`config.mk`:
```
export PLATFORM = sky130hd
export DESIGN_NAME = serial_subtractor_flat
export DESIGN_NICKNAME = d
export VERILOG_FILES = /design/src/rtl/subtractor_pkg.sv /design/src/rtl/serial_subtractor_if.sv /design/src/rtl/full_subtractor.sv /design/src/rtl/serial_subtractor.sv /design/src/flat_wrapper.sv
export SDC_FILE = /design/constraint.sdc
export NUM_CORES = 1
export LEC_CHECK = 0
export ABC_AREA = 1
export CAP_MARGIN = 20
export CORE_MARGIN = 2
export CORE_UTILIZATION = 45
export CTS_BUF_LIST = sky130_fd_sc_hd__clkbuf_4 sky130_fd_sc_hd__clkbuf_8 sky130_fd_sc_hd__clkbuf_16
export DETAILED_ROUTE_END_ITERATION = 7
export PLACE_DENSITY = 0.77
export SYNTH_ARGS = -nofsm -noshare
export SYNTH_HDL_FRONTEND = slang
export SYNTH_SLANG_ARGS = --single-unit
```
`constraint.sdc`:
```
create_clock -name clk -period 1.5 [get_ports clk]
set_input_delay 0.3 -clock clk [delete_from_list [all_inputs] [get_ports clk]]
set_output_delay 0.3 -clock clk [all_outputs]
set_load 0.01 [all_outputs]
```
`src/rtl/subtractor_pkg.sv`:
```
// Shared constants for the bit-serial subtractor: state encoding, default width
// and the bit-counter sizing helper.
package subtractor_pkg;

    localparam int DEFAULT_WIDTH = 8;

    localparam logic [1:0] IDLE  = 2'd0;
    localparam logic [1:0] SHIFT = 2'd1;
    localparam logic [1:0] DONE  = 2'd2;

    // Counter width that can index bits 0..w-1 (never below one bit).
    function automatic int cnt_width(input int w);
        return (w > 1) ? $clog2(w) : 1;
    endfunction

endpackage

```
`src/rtl/serial_subtractor_if.sv`:
```
// Request/result bundle of the serial subtractor; master issues operations,
// slave (the subtractor) computes them.
interface serial_subtractor_if
    import subtractor_pkg::*;
#(
    parameter int WIDTH = DEFAULT_WIDTH
);
    logic             start;
    logic [WIDTH-1:0] a;
    logic [WIDTH-1:0] b;
    logic             bin;
    logic             ready;
    logic             busy;
    logic             done;
    logic [WIDTH-1:0] d;
    logic             bout;
    logic             ovf;

    modport master (
        output start, a, b, bin,
        input  ready, busy, done, d, bout, ovf
    );

    modport slave (
        input  start, a, b, bin,
        output ready, busy, done, d, bout, ovf
    );
endinterface

```
`src/rtl/full_subtractor.sv`:
```
// One-bit full subtractor cell: x - y - bi.
module full_subtractor (
    input  logic x,
    input  logic y,
    input  logic bi,
    output logic diff,
    output logic bo
);
    assign diff = x ^ y ^ bi;
    assign bo   = (~x & y) | (~(x ^ y) & bi);
endmodule

```
`src/rtl/serial_subtractor.sv`:
```
// Bit-serial a - b - bin: one full-subtractor cell, LSB first, WIDTH cycles per
// operation; results are published together with a one-cycle done pulse.
module serial_subtractor
    import subtractor_pkg::*;
#(
    parameter int WIDTH = DEFAULT_WIDTH
) (
    input  logic               clk,
    input  logic               rst_n,
    serial_subtractor_if.slave bus
);
    localparam int                CNT_W    = cnt_width(WIDTH);
    localparam logic [CNT_W-1:0] LAST_BIT = CNT_W'(WIDTH - 1);

    logic [1:0]       state_reg;
    logic [1:0]       state_next;
    logic [CNT_W-1:0] cnt_reg;
    logic [WIDTH-1:0] a_sh_reg;
    logic [WIDTH-1:0] b_sh_reg;
    logic [WIDTH-1:0] res_reg;
    logic             borrow_reg;
    logic             a_msb_reg;
    logic             b_msb_reg;
    logic [WIDTH-1:0] d_reg;
    logic             bout_reg;
    logic             ovf_reg;
    logic             done_reg;
    logic             cell_diff;
    logic             cell_bo;
    logic             last_bit;

    assign last_bit = (cnt_reg == LAST_BIT);

    full_subtractor u_cell (
        .x    (a_sh_reg[0]),
        .y    (b_sh_reg[0]),
        .bi   (borrow_reg),
        .diff (cell_diff),
        .bo   (cell_bo)
    );

    always_ff @(posedge clk or negedge rst_n) begin
        if (!rst_n) begin
            state_reg <= IDLE;
        end else begin
            state_reg <= state_next;
        end
    end

    always_comb begin
        state_next = state_reg;
        case (state_reg)
            IDLE:    if (bus.start) state_next = SHIFT;
            SHIFT:   if (last_bit)  state_next = DONE;
            DONE:    state_next = IDLE;
            default: state_next = IDLE;
        endcase
    end

    always_comb begin
        bus.ready = (state_reg == IDLE);
        bus.busy  = (state_reg == SHIFT);
    end

    assign bus.done = done_reg;
    assign bus.d    = d_reg;
    assign bus.bout = bout_reg;
    assign bus.ovf  = ovf_reg;

    always_ff @(posedge clk or negedge rst_n) begin
        if (!rst_n) begin
            cnt_reg    <= '0;
            a_sh_reg   <= '0;
            b_sh_reg   <= '0;
            res_reg    <= '0;
            borrow_reg <= 1'b0;
            a_msb_reg  <= 1'b0;
            b_msb_reg  <= 1'b0;
            d_reg      <= '0;
            bout_reg   <= 1'b0;
            ovf_reg    <= 1'b0;
            done_reg   <= 1'b0;
        end else begin
            // Registered so the pulse lines up with the freshly published result.
            done_reg <= (state_reg == DONE);
            case (state_reg)
                IDLE: begin
                    if (bus.start) begin
                        a_sh_reg   <= bus.a;
                        b_sh_reg   <= bus.b;
                        borrow_reg <= bus.bin;
                        a_msb_reg  <= bus.a[WIDTH-1];
                        b_msb_reg  <= bus.b[WIDTH-1];
                        cnt_reg    <= '0;
                    end
                end
                SHIFT: begin
                    a_sh_reg   <= {1'b0, a_sh_reg[WIDTH-1:1]};
                    b_sh_reg   <= {1'b0, b_sh_reg[WIDTH-1:1]};
                    res_reg    <= {cell_diff, res_reg[WIDTH-1:1]};
                    borrow_reg <= cell_bo;
                    if (!last_bit) cnt_reg <= cnt_reg + CNT_W'(1);
                end
                DONE: begin
                    // Operand MSBs were kept aside because the shifters discard them.
                    d_reg    <= res_reg;
                    bout_reg <= borrow_reg;
                    ovf_reg  <= (a_msb_reg ^ b_msb_reg) & (res_reg[WIDTH-1] ^ a_msb_reg);
                end
                default: ;
            endcase
        end
    end

endmodule

```
`src/flat_wrapper.sv`:
```
// flat-port wrapper written by rule: the top's interface ports become plain ports
module serial_subtractor_flat import subtractor_pkg::*;
#(
    parameter int WIDTH = DEFAULT_WIDTH
)
  (clk, rst_n, bus_start, bus_a, bus_b, bus_bin, bus_ready, bus_busy, bus_done, bus_d, bus_bout, bus_ovf);
  serial_subtractor_if #(.WIDTH(WIDTH)) bus_i ();
  input  logic clk;
  input  logic rst_n;
  input wire logic [$bits(bus_i.start)-1:0] bus_start;
  input wire logic [$bits(bus_i.a)-1:0] bus_a;
  input wire logic [$bits(bus_i.b)-1:0] bus_b;
  input wire logic [$bits(bus_i.bin)-1:0] bus_bin;
  output wire logic [$bits(bus_i.ready)-1:0] bus_ready;
  output wire logic [$bits(bus_i.busy)-1:0] bus_busy;
  output wire logic [$bits(bus_i.done)-1:0] bus_done;
  output wire logic [$bits(bus_i.d)-1:0] bus_d;
  output wire logic [$bits(bus_i.bout)-1:0] bus_bout;
  output wire logic [$bits(bus_i.ovf)-1:0] bus_ovf;
  assign bus_i.start = bus_start;
  assign bus_i.a = bus_a;
  assign bus_i.b = bus_b;
  assign bus_i.bin = bus_bin;
  assign bus_ready = bus_i.ready;
  assign bus_busy = bus_i.busy;
  assign bus_done = bus_i.done;
  assign bus_d = bus_i.d;
  assign bus_bout = bus_i.bout;
  assign bus_ovf = bus_i.ovf;
  serial_subtractor #(.WIDTH(WIDTH)) u_core (.clk(clk), .rst_n(rst_n), .bus(bus_i));
endmodule
```
==> key figures, run 1 <==
Worst setup path
  – Crit start category: flip-flop
  – Worst EP arrival: approximately 1200 ps
  – Worst-path cell chain: nor2_2, clkdlybuf4s15_1
  – Crit-path max FO: 4
  – Slowest Stage Delay on Critical Path: 430 ps
  – Worst path slowest cell: dfrtp_1
  – Kind of critical path: reg2out
  – Crit. End Element: primary output
  – Req. time, crit path: 1200 ps

Synth
  – Main synth FF type: dfrtp_1
  – Cell variety after synth: 17
  – #FFs+latches synth: 43
  – Part of the Yosys area used for sequential elements: 55.7%
  – Synth Cell Area: 1930 um^2
  – Post-synth EDFFs: 0
  – Syn Area/Cell: 8.26 um^2
  – Yosys warning total: 0
  – Async S/R FF share, synth: 100%
  – Post-synth top area share: a little under three fifths
  – Synth area leaders: dfrtp_1 (56%), nand2_1 (22%), nand3_1 (5.2%)
  – Net count after synthesis: ~260
  – Synthesized instance count: 234
  – Top-count cell post-synth: nand2_1
  – Post-synth top cells: nand2_1 (112), dfrtp_1 (43), nand3_1 (20)
  – Post-synth top area cell: dfrtp_1

Placed design
  – Placer Congestion: about 0.80
  – IO buf count: 32
  – Pre-CTS setup slack: 69.5 ps
  – Detail Placement HPWL: 2670 um

CTS
  – Num CTS Buffers: 5
  – Max H-tree Level: 2
  – TritonCTS clock tree: yes
  – Clk pin slew, worst setup/hold paths: around 80 ps
  – Clk sinks: 43
  – Clk Latency, worst-skew pair: 290 ps
  – Longest Clk Path Bufs: 2
  – CTS Root Buffer Type: clkbuf_8

Timing
  – Tcrit/Tclk final: between 90% and 100%
  – F_max: 691 MHz
  – Final-report setup violation count: 0
  – Setup ws final: 53.1 ps
  – Final setup skew: 5.54 ps
  – Setup_tns: 0 ps
  – Final Slew Violations: 0
  – Fin crit period: 1450 ps
  – RSZ-0062 raised after global routing: no
  – Least-Margin Pin Slew: roughly 250 ps
  – Slew Limit Headroom: 83.1%
  – Hold Fails Final Rpt: 0

Routing
  – ANT nets after route: 0
  – Vias: 1,582
  – Final WL: 3950 um
  – Initial DRC Count: 101
  – Vias/cell: 4.87
  – DRC: 0
  – Post-DR wirelength/cell: 12.1 um
  – Drt pass-1 iters: 4

Floorplanning
  – Die width: 69.5 um
  – Die height: 69.5 um
  – # IOs: 33
  – Area of the core: 4060 um^2
  – DIE AREA: about 4800 um^2
  – Row cnt: 23
  – Starting Density: 47.6%

GRT
  – Initial antenna violation count: 0
  – Congestion Overflow GR: 0
  – Vias in the first global route: 1,457
  – Largest net degree at the start of global routing: 44
  – First-pass GRT wire length: 6620 um
  – Gr usage total: about 17%

Finish
  – Layout cell share with drive strength beyond 1: 9.82%
  – Layout fillers: 375
  – Area grow syn2layout: 29.0%
  – # diodes: 0
  – Layout Nets: 297

Power
  – P_leak: 1.43 nW
  – Worst VDD drop: 0.981 mV
  – Pint: 3.07 mW
  – Psw: 1.77 mW
  – Gate power share: about 39%
  – PD cells: 1940 nW/um^2
  – Sw frac: a little over a third
  – Flop pwr share: 38.8%
  – Clock share of power: 22.0%

Job
  – Max_cap viols: 0

Worst hold path
  – Hold Crit Class: reg2reg

Status
  – Status: completed
[final timing paths]
path	cells past startpoint	end	startpoint	slack, ps
worst max-delay path	2	bus_ready	u_core.state_reg[0]	50
max in group asynchronous	3	u_core.a_sh_reg[4]	rst_n	790
worst min-delay path	2	u_core.bus.d[3]	u_core.bus.d[3]	480
worst max register to register	6	u_core.cnt_reg[0]	u_core.cnt_reg[0]	160
min in group asynchronous	3	u_core.bus.d[6]	rst_n	500
worst min register to register	2	u_core.bus.d[3]	u_core.bus.d[3]	480
[layer usage]
layer / routed length, um / vias to the layer above / track usage (%)
li1: - / 810 / -
met1: 1880 / 721 / 23.2
met2: 1790 / 41 / 26.7
met3: 199 / 10 / 4.36
met4: 80 / 0 / 6.75
met5: 0 / - / 0
[cells in the final DEF, fill, tap and decap left out, types with 2 or more instances in the layout]
| master | Yosys | final |
|---|---|---|
| nor2_1 | 3 | 2 |
| nand3_1 | 20 | 20 |
| inv_2 | 3 | 3 |
| nand4_1 | 3 | 3 |
| nor2_2 | 1 | 2 |
| dlygate4sd2_1 | 0 | 2 |
| inv_1 | 16 | 16 |
| nand2_1 | 112 | 112 |
| dlymetal6s2s_1 | 0 | 8 |
| clkbuf_8 | 0 | 5 |
| clkdlybuf4s50_1 | 0 | 19 |
| dfrtp_1 | 43 | 43 |
| buf_4 | 2 | 9 |
| o21ai_0 | 18 | 18 |
| bufinv_16 | 0 | 2 |
| ha_1 | 2 | 2 |
[critical path, delay by kind of cell, from the launching register on]
| kind | cells | cell delay, ps |
|---|---|---|
| flip-flops | 1 | 430 |
| buffers and inverters | 1 | 270 |
| AND/OR/NAND/NOR | 1 | 150 |
[area by class of cell]
cell class	count	area, um^2	share of cell area (%)
Sequential cell	43	1080	43.2
Multi-Input combinational cell	162	722	29.0
Timing Repair Buffer	43	425	17.1
Inverter	19	71.3	2.86
Clock buffer	5	68.8	2.76
Clock inverter	3	67.6	2.71
Tap cell	50	62.6	2.51
[power groups by stage]
stage | combinational (mW) | clock (mW) | sequential, mW
after floorplan | 1.25 | 0 | 1.90
after global placement | 1.87 | 0 | 1.87
after detailed placement | 1.93 | 0 | 1.89
after CTS | 1.92 | 1.08 | 1.87
after global routing | 2.19 | 1.13 | 1.92
final | 1.90 | 1.06 | 1.88
[through the flow]
stage | hold slack, ps | utilization [%] | cells | area, um^2 | power [mW]
after floorplan | 4.41 | - | 234 | 1930 | 3.15
after global placement | 295 | 57.3 | 315 | 2320 | 3.74
after detailed placement | 296 | 57.3 | 315 | 2320 | 3.81
after CTS | 487 | 60.8 | 324 | 2470 | 4.87
after global routing | 493 | 61.5 | 325 | 2490 | 5.24
final | 480 | 61.5 | 325 | 2490 | 4.84
[cell families (layout without fill, tap and decap cells)]
family / after synthesis / count (layout) / share of synthesized area [%]
flops: 43 / 43 / 55.7
fa+ha+maj: 3 / 3 / 2.33
simple gates: 140 / 140 / 29.4
buf+inv: 29 / 70 / 7.12
compound gates: 19 / 19 / 5.50
[what timing repair did]
action / 4_1_cts / 5_1_grt
endpoints found under the setup margin: 4 / 10
gates resized for setup: 4 / 12
endpoints found under the hold margin: 43 / 0
hold buffers: 1 / 0
buffers inserted: 0 / 1
Note: power is estimated with default switching activity, not from simulation.
==> inputs of run 2 (changes only) <==
--- a/config.mk
+++ b/config.mk
@@ -12,6 +12,7 @@
 export CTS_BUF_LIST = sky130_fd_sc_hd__clkbuf_4 sky130_fd_sc_hd__clkbuf_8 sky130_fd_sc_hd__clkbuf_16
 export DETAILED_ROUTE_END_ITERATION = 7
 export PLACE_DENSITY = 0.77
+export SLEW_MARGIN = 20
 export SYNTH_ARGS = -nofsm -noshare
 export SYNTH_HDL_FRONTEND = slang
 export SYNTH_SLANG_ARGS = --single-unit
==> results of run 2 <==
The final DEF is identical to that of run 1; final timing and power are the same.
==> inputs of run 3 (changes only) <==
--- a/config.mk
+++ b/config.mk
@@ -11,6 +11,7 @@
 export CORE_UTILIZATION = 45
 export CTS_BUF_LIST = sky130_fd_sc_hd__clkbuf_4 sky130_fd_sc_hd__clkbuf_8 sky130_fd_sc_hd__clkbuf_16
 export DETAILED_ROUTE_END_ITERATION = 7
+export HOLD_SLACK_MARGIN = 0.12
 export PLACE_DENSITY = 0.77
 export SLEW_MARGIN = 20
 export SYNTH_ARGS = -nofsm -noshare
==> results of run 3 <==
The final DEF is identical to that of run 1; final timing and power are the same.
